--- src/rtl/sal_cmd_sched.sv ---
// Inter-bank DDR2 command scheduler: round-robin pick of one ACT/RD/WR/PRE per cycle
// while honouring tRRD, tCCD, tWTR and tRTW between granted commands.
module sal_cmd_sched #(
    parameter int NUM_BANKS = 4,
    parameter int TW = 4,
    localparam int BW = $clog2(NUM_BANKS)
) (
    input  logic                   clk,
    input  logic                   rst,
    input  logic [TW-1:0]          t_rrd,
    input  logic [TW-1:0]          t_ccd,
    input  logic [TW-1:0]          t_wtr,
    input  logic [TW-1:0]          t_rtw,
    input  logic [NUM_BANKS-1:0]   req_valid,
    input  logic [2*NUM_BANKS-1:0] req_cmd,
    output logic [NUM_BANKS-1:0]   req_grant,
    output logic                   cmd_valid,
    output logic [1:0]             cmd_type,
    output logic [BW-1:0]          cmd_bank
);

    typedef enum logic [1:0] {
        CMD_ACT = 2'b00,
        CMD_RD  = 2'b01,
        CMD_WR  = 2'b10,
        CMD_PRE = 2'b11
    } cmd_e;

    logic [TW-1:0]        rrd_cnt_r, ccd_cnt_r, wtr_cnt_r, rtw_cnt_r;
    logic [BW-1:0]        rr_ptr_r;
    logic [NUM_BANKS-1:0] elig_s;
    logic [NUM_BANKS-1:0] grant_s;
    logic [BW-1:0]        idx_s;
    logic [BW-1:0]        gidx_s;
    logic                 found_s;
    logic [1:0]           gcmd_s;

    // A constraint of 0 or 1 cycles never blocks the next cycle, so both load 0.
    function automatic logic [TW-1:0] sat_load(input logic [TW-1:0] t);
        if (t > TW'(1)) begin
            sat_load = t - TW'(1);
        end else begin
            sat_load = {TW{1'b0}};
        end
    endfunction

    function automatic logic [TW-1:0] sat_dec(input logic [TW-1:0] c);
        if (c != {TW{1'b0}}) begin
            sat_dec = c - TW'(1);
        end else begin
            sat_dec = {TW{1'b0}};
        end
    endfunction

    // Per-bank eligibility from the requested command and the live counters.
    always_comb begin
        elig_s = {NUM_BANKS{1'b0}};
        for (int i = 0; i < NUM_BANKS; i++) begin
            case (req_cmd[2*i +: 2])
                CMD_ACT: elig_s[i] = (rrd_cnt_r == {TW{1'b0}});
                CMD_RD:  elig_s[i] = (ccd_cnt_r == {TW{1'b0}}) && (wtr_cnt_r == {TW{1'b0}});
                CMD_WR:  elig_s[i] = (ccd_cnt_r == {TW{1'b0}}) && (rtw_cnt_r == {TW{1'b0}});
                CMD_PRE: elig_s[i] = 1'b1;
                default: elig_s[i] = 1'b0;
            endcase
            elig_s[i] = elig_s[i] & req_valid[i] & ~rst;
        end
    end

    // Round-robin search starting at rr_ptr; index arithmetic wraps at NUM_BANKS.
    always_comb begin
        found_s = 1'b0;
        gidx_s  = {BW{1'b0}};
        idx_s   = {BW{1'b0}};
        grant_s = {NUM_BANKS{1'b0}};
        for (int k = 0; k < NUM_BANKS; k++) begin
            idx_s = rr_ptr_r + BW'(k);
            if (!found_s && elig_s[idx_s]) begin
                found_s = 1'b1;
                gidx_s  = idx_s;
            end else begin
                gidx_s  = gidx_s;
            end
        end
        grant_s[gidx_s] = found_s;
        gcmd_s = req_cmd[{gidx_s, 1'b0} +: 2];
    end

    assign req_grant = grant_s;

    // Timing counters: decrement toward 0, reload from parameters on a grant.
    always_ff @(posedge clk) begin
        if (rst) begin
            rrd_cnt_r <= {TW{1'b0}};
            ccd_cnt_r <= {TW{1'b0}};
            wtr_cnt_r <= {TW{1'b0}};
            rtw_cnt_r <= {TW{1'b0}};
        end else begin
            rrd_cnt_r <= sat_dec(rrd_cnt_r);
            ccd_cnt_r <= sat_dec(ccd_cnt_r);
            wtr_cnt_r <= sat_dec(wtr_cnt_r);
            rtw_cnt_r <= sat_dec(rtw_cnt_r);
            if (found_s) begin
                case (gcmd_s)
                    CMD_ACT: rrd_cnt_r <= sat_load(t_rrd);
                    CMD_RD: begin
                        ccd_cnt_r <= sat_load(t_ccd);
                        rtw_cnt_r <= sat_load(t_rtw);
                    end
                    CMD_WR: begin
                        ccd_cnt_r <= sat_load(t_ccd);
                        wtr_cnt_r <= sat_load(t_wtr);
                    end
                    default: begin
                    end
                endcase
            end
        end
    end

    // Bus output register and round-robin pointer advance.
    always_ff @(posedge clk) begin
        if (rst) begin
            rr_ptr_r  <= {BW{1'b0}};
            cmd_valid <= 1'b0;
            cmd_type  <= 2'b00;
            cmd_bank  <= {BW{1'b0}};
        end else begin
            cmd_valid <= found_s;
            if (found_s) begin
                rr_ptr_r <= gidx_s + BW'(1);
                cmd_type <= gcmd_s;
                cmd_bank <= gidx_s;
            end else begin
                rr_ptr_r <= rr_ptr_r;
            end
        end
    end

endmodule

--- config.mk ---
export PLATFORM = sky130hd
export DESIGN_NAME = sal_cmd_sched
export DESIGN_NICKNAME = d
export VERILOG_FILES = /design/src/rtl/sal_cmd_sched.sv
export SDC_FILE = /design/constraint.sdc
export NUM_CORES = 1
export LEC_CHECK = 0
export CORE_MARGIN = 5
export CORE_UTILIZATION = 50
export DETAILED_ROUTE_END_ITERATION = 16
export GPL_TIMING_DRIVEN = 1
export PLACE_DENSITY_LB_ADDON = 0.25
export SETUP_SLACK_MARGIN = 0.05
export SLEW_MARGIN = 20
export SYNTH_ARGS = -nofsm -noshare
export SYNTH_HDL_FRONTEND = slang
export SYNTH_SLANG_ARGS = --single-unit
--- constraint.sdc ---
create_clock -name clk -period 6.34 [get_ports clk]
set_input_delay 1.268 -clock clk [delete_from_list [all_inputs] [get_ports clk]]
set_output_delay 1.268 -clock clk [all_outputs]
set_load 0.05 [all_outputs]
# --- Yosys cells after proc, flatten, opt, wreduce, memory -nomap -nowiden ---
# Index checks and enable logic that the tools add are counted.
word_totals:
  regBits: 23
  out_inout_bits: 9
  inputBits: 30
op_classes:
  n_bitwise: 10
  mux: 38
  n_addsub: 12
  shifts: 1
  reduce_logical: 23
  n_lt_le_gt_ge: 10
  n_eq_ne: 14
ops:
  columns: ["cell", "count"]
  rows:
  - ["4-bit two-way mux", 16]
  - ["4-bit by 1-bit subtractor with 4-bit output (second input constant)", 8]
  - ["2-bit == test (second input constant)", 9]
  - ["4-bit by 1-bit > comparator with 1-bit output (second input constant)", 4]
  - ["4-bit logical NOT", 4]
  - ["1-bit case mux with 4 select lines", 4]
  - ["4-bit nonzero test", 4]
  - ["2-bit by 3-bit less-than comparator with 1-bit output (second input constant)", 5]
  - ["2-bit by 1-bit == test with 1-bit output (second input constant)", 5]
  - ["2-bit logical NOT", 5]
  - ["1-bit two-way mux", 9]
  - ["1-bit AND", 8]
  - ["1-bit binary-select mux with 2-bit select", 4]
  - ["2-bit two-way mux", 4]
  - ["8-bit by 4-bit variable part select with 2-bit output", 1]
  - ["1-bit logical AND", 6]
  - ["2-bit by 1-bit adder with 2-bit output (second input constant)", 2]
  - ["2-bit adder (second input constant)", 2]
  - ["4-bit AND", 1]
  - ["1-bit logical NOT", 3]
  - ["1-bit demux with 2-bit select", 1]
  - ["2-bit by 1-bit >= comparator with 1-bit output (second input constant)", 1]
  - ["2-bit OR reduction", 1]
  - ["1-bit NOT", 1]

# --- Longest topological paths before layout ---
logic_depth:
  ltp_word: 22
  mapped_depth: 12
  depth_no_buf: 12

# --- Worst setup path before layout ---
# No wires, ideal clock.
synth_path:
  kind: "input -> output"
  startpoint: "in req_cmd[2]"
  endpoint: "out req_grant[2]"
  stages: 8
  t_arrival_ps: 2895
  slack_ps: 2177
  t_required_ps: 5072
  n_path_buf: 0
  cell_sequence: "and3_2 o211ai_1 a21boi_0 o21ai_0 a21o_1 inv_1 ha_1 and2_1"
synth_between:
  elab_chain_cells: 21
synth_lines:
  columns: ["element", "line", "text"]
  rows:
  - ["start: declaration", "15", "input logic [2*NUM_BANKS-1:0] req_cmd,"]
  - ["2-bit == test, or another cell as far along", "59", "case (req_cmd[2*i +: 2])"]
  - ["1-bit case mux with 4 select lines *", "59", null]
  - ["1-bit AND * (2 in series)", "66", "elig_s[i] = elig_s[i] & req_valid[i] & ~rst;"]
  - ["1-bit binary-select mux with 2-bit select", "78", "if (!found_s && elig_s[idx_s]) begin"]
  - ["1-bit two-way mux (implied by the code)", "78", null]
  - ["1-bit two-way mux", "78", null]
  - ["1-bit logical NOT", "78", null]
  - ["1-bit logical AND", "78", null]
  - ["[5 not listed]", null, null]
  - ["1-bit logical AND", "78", null]
  - ["2-bit two-way mux *", "78", null]
  - ["net gidx_s[1]", "34", "logic [BW-1:0] gidx_s;"]
  - ["2-bit by 3-bit less-than comparator with 1-bit output (implied by the code) or 2-bit by 1-bit >= comparator with 1-bit output (tied branches)", "85", "grant_s[gidx_s] = found_s;"]
  - ["1-bit logical AND (implied by the code)", "85", null]
  - ["1-bit two-way mux (implied by the code)", "85", null]
  - ["1-bit demux with 2-bit select *", "85", null]
  - ["4-bit AND (no line) *", null, null]
  - ["end: declaration", "16", "output logic [NUM_BANKS-1:0] req_grant,"]
# Mark *: on every way through the listed nets, which the timed path passes. The rest lies on a longest branch. The select of a mux whose other input is x is not followed.

# --- Final worst setup path ---
layout_path:
  startpoint: "in rst"
  endpoint: "out req_grant[2]"
layout_between:
  elab_chain_cells: 19
layout_lines:
  columns: ["element", "line", "text"]
  rows:
  - ["start: declaration", "9", "input logic rst,"]
  - ["1-bit NOT *", "66", null]
  - ["1-bit AND", "66", null]
  - ["1-bit binary-select mux with 2-bit select", "78", null]
  - ["1-bit two-way mux (implied by the code)", "78", null]
  - ["1-bit two-way mux", "78", null]
  - ["1-bit logical NOT", "78", null]
  - ["1-bit logical AND", "78", null]
  - ["1-bit two-way mux", "78", null]
  - ["[4 not listed]", null, null]
  - ["1-bit logical AND", "78", null]
  - ["2-bit two-way mux *", "78", null]
  - ["net gidx_s[1]", "34", null]
  - ["2-bit by 3-bit less-than comparator with 1-bit output (implied by the code) or 2-bit by 1-bit >= comparator with 1-bit output (tied branches)", "85", null]
  - ["1-bit logical AND (implied by the code)", "85", null]
  - ["1-bit two-way mux (implied by the code)", "85", null]
  - ["1-bit demux with 2-bit select *", "85", null]
  - ["4-bit AND (no line) *", null, null]
# Marks and branches as above.

==> impl_metrics.env <==
export IMPL_status="complete, no violations"
export IMPL_portBuffers=38
export IMPL_p_leak_nw=0.9385
export IMPL_final_nets=315
export IMPL_chipHeight_um=69.04
export IMPL_grt_pass1_vias=1517
export IMPL_cpPeakStageDelay_ns=0.80
export IMPL_path_class="in -> out"
export IMPL_worst_slack_ns=0.8181
export IMPL_synthDistinctLibCells=39
export IMPL_hold_viol_final=0
export IMPL_ant_nets=0
export IMPL_area_growth_pct=26.35
export IMPL_clock_latency_ns=0.31
export IMPL_finalSetupTns_ns=0
export IMPL_viasPerCell=5.314
export IMPL_multi_input_area_um2=1195
export IMPL_place_ws_ns=0.7953
export IMPL_coreArea_um2=3363
export IMPL_synthTopCellsByCount="nand2_1 (26), dfxtp_1 (23), a21oi_1 (20), inv_1 (20), nor2_1 (17)"
export IMPL_wl_per_cell_um=12.31
export IMPL_post_cts_resized=0
export IMPL_fill_cells=316
export IMPL_fin_cells=315
export IMPL_num_rows=21
export IMPL_cts_tree="built"
export IMPL_numCtsBuffers=3
export IMPL_yosys_cell_count_top_type="nand2_1"
export IMPL_cts_max_path_buffers=2
export IMPL_cp_max_fo=17
export IMPL_boundaryPins=39
export IMPL_fmax_mhz=181.1
export IMPL_maxCapViolCount=0
export IMPL_cts_hold_buf=0
export IMPL_synth_largest_area_cell="dfxtp_1"
export IMPL_cp_slowest_cell="clkdlybuf4s50_1"
export IMPL_clkTransAtPathRegs_ns=0.12
export IMPL_grt_usage_pct=16.45
export IMPL_ctsRootBufferMaster="clkbuf_4"
export IMPL_antenna_found_initial=0
export IMPL_syn_nets=274
export IMPL_yosysWarnings=0
export IMPL_worstPathCellList="clkdlybuf4s50_1 > buf_4 > nor2b_1 > o211ai_1 > a21boi_0 > o21ai_0 > a21o_1 > inv_1 > ha_1 > and2_1 > clkdlybuf4s50_1"
export IMPL_fin_crit_ns=5.522
export IMPL_register_area_um2=460.4
export IMPL_cts_sinks=23
export IMPL_finalCritPeriodShare_pct=87.10
export IMPL_r2r_slack_ns=2.62
export IMPL_crit_path_end_kind="output port"
export IMPL_synth_top_area_share_pct=26.42
export IMPL_crit_arrival_ns=4.25
export IMPL_cellPowerDensity_nw_per_um2=359.6
export IMPL_finalSetupViolCount=0
export IMPL_drive_above_1_share_pct=5.204
export IMPL_syn_inst=229
export IMPL_skew_ns=0.001125
export IMPL_synth_avg_cell_area_um2=7.611
export IMPL_post_place_cells=311
export IMPL_synth_edf_count=0
export IMPL_gr_total_overflow=0
export IMPL_insertedDiodeCount=0
export IMPL_grt_pass1_wl_um=6734
export IMPL_worstPathRequired_ns=5.07
export IMPL_syn_area_um2=1743
export IMPL_synthTopCellsByArea="dfxtp_1 (26%), ha_1 (11%), a21oi_1 (5.7%), nand2_1 (5.6%), inv_1 (4.3%)"
export IMPL_htreeDepth=1
export IMPL_rsz0062_at_grt="false"
export IMPL_ys_ff_latch=23
export IMPL_hold_class="reg -> reg"
export IMPL_fin_util_pct=65.48
export IMPL_ir_drop_v=0.0001221
export IMPL_routabilityCongestion=0.9701
export IMPL_worstSetupStartpointType="primary input"
export IMPL_synth_top_flop_cell="dfxtp_1"
export IMPL_crit_top_cell="clkdlybuf4s50_1"
export IMPL_first_pass_iters=4
export IMPL_die_w_um=69.04
export IMPL_max_slew_margin_pct=42.12
export IMPL_hpwl_um=3129
export IMPL_seq_area_frac_synth_pct=26.42
export IMPL_vias=1674
export IMPL_routed_wl_um=3877
export IMPL_drc_errors=0
export IMPL_synthArstFlopShare_pct=0
export IMPL_post_cts_buffers=0
export IMPL_report_final_slew_viol_count=0
export IMPL_tightest_slew_ns=0.8602
export IMPL_start_util_pct=51.82
export IMPL_drtIter0Drc=118
export IMPL_dieArea_um2=4767
export IMPL_grt_max_degree=18
-- worst max-delay path, delay by kind of cell --
family / cells / cell delay [ns]
buffers and inverters: 4 / 1.86
AOI/OAI and AO/OA: 4 / 0.79
and+or+nand+nor: 2 / 0.18
adders and majority gates: 1 / 0.13
-- flip-flops by register name, summed over array words and instances (netlist names) --
register   count
cmd_valid      1
ccd_cnt_r      4
cmd_bank       2
rtw_cnt_r      4
rrd_cnt_r      4
wtr_cnt_r      4
cmd_type       2
rr_ptr_r       2
-- cells in the final DEF (no fill, tap or decap), types with 2 or more instances in the layout --
| cell | n |
|---|---|
| o21ai_0 | 14 |
| or4_1 | 3 |
| clkbuf_4 | 3 |
| clkdlybuf4s50_1 | 38 |
| a211oi_1 | 2 |
| nor2b_1 | 4 |
| nor2_1 | 17 |
| nand3b_1 | 5 |
| ha_1 | 15 |
| mux2i_1 | 4 |
| o211a_1 | 2 |
| a311oi_1 | 3 |
| nor3_1 | 12 |
| nand2_1 | 26 |
| nor4_1 | 4 |
| xnor2_1 | 4 |
| nand2b_1 | 2 |
| nand3_1 | 7 |
| mux2_4 | 2 |
| a22oi_1 | 2 |
| a21oi_1 | 20 |
| dfxtp_1 | 23 |
| and2_1 | 4 |
| inv_1 | 20 |
| and3_2 | 2 |
| o211ai_1 | 3 |
| or3_1 | 12 |
| o21bai_1 | 2 |
| a21boi_0 | 2 |
-- cell families (layout without fill, tap and decap cells) --
kind of cell             count (synthesis)  count (layout)  synth area share [%]
multiplexers                             6               6                 4.020
XOR/XNOR                                 4               4                 2.010
flip-flops                              23              23                 26.42
AO/OA/AOI/OAI                           57              57                 21.97
AND/OR/NAND/NOR                        101             101                 29.79
adder cells (fa/ha/maj)                 15              15                 10.77
buffers and inverters                   23              63                 5.025
-- worst paths after layout --
| kind | cells after the start | end | start |
|---|---|---|---|
| hold reg to reg | 2 | cmd_bank[1]$_SDFFE_PP0N_ | cmd_bank[1]$_SDFFE_PP0N_ |
| setup reg to reg | 12 | wtr_cnt_r[3]$_SDFF_PP0_ | ccd_cnt_r[0]$_SDFF_PP0_ |
| hold / removal | 2 | cmd_bank[1]$_SDFFE_PP0N_ | cmd_bank[1]$_SDFFE_PP0N_ |
| setup / recovery | 11 | req_grant[2] | rst |
-- power breakdown --
group	total [mW]	internal (mW)	switching (mW)	leakage [nW]
clock network	0.0681	0.0246	0.0435	0.0150
registers	0.238	0.191	0.0467	0.189
logic	0.486	0.198	0.288	0.735
total	0.792	0.413	0.379	0.939
-- per-stage QoR --
stage	instance area (um^2)	power [mW]	hold WS [ns]
after global routing	2202	0.8629	0.5009
after CTS	2202	0.7933	0.4680
after floorplan	1743	0.5915	0.4634
after global placement	2176	0.7161	0.4551
final	2202	0.7919	0.4651
after detailed placement	2176	0.7247	0.4504
-- routing by layer --
metal,track usage (%),share of wire [%],wire [um]
met5,0,0,0
met4,5.640,1.6,63
met3,2.035,4.3,166
met2,26.59,47,1840
met1,22.46,47,1807
-- layout make-up --
class	instances	share of cell area, %
Timing Repair Buffer	39	17.61
Sequential cell	23	20.91
Tap cell	46	2.614
Multi-Input combinational cell	183	54.26
Clock buffer	4	1.193
Inverter	20	3.409
No activity file was read; power rests on OpenSTA's default activity.
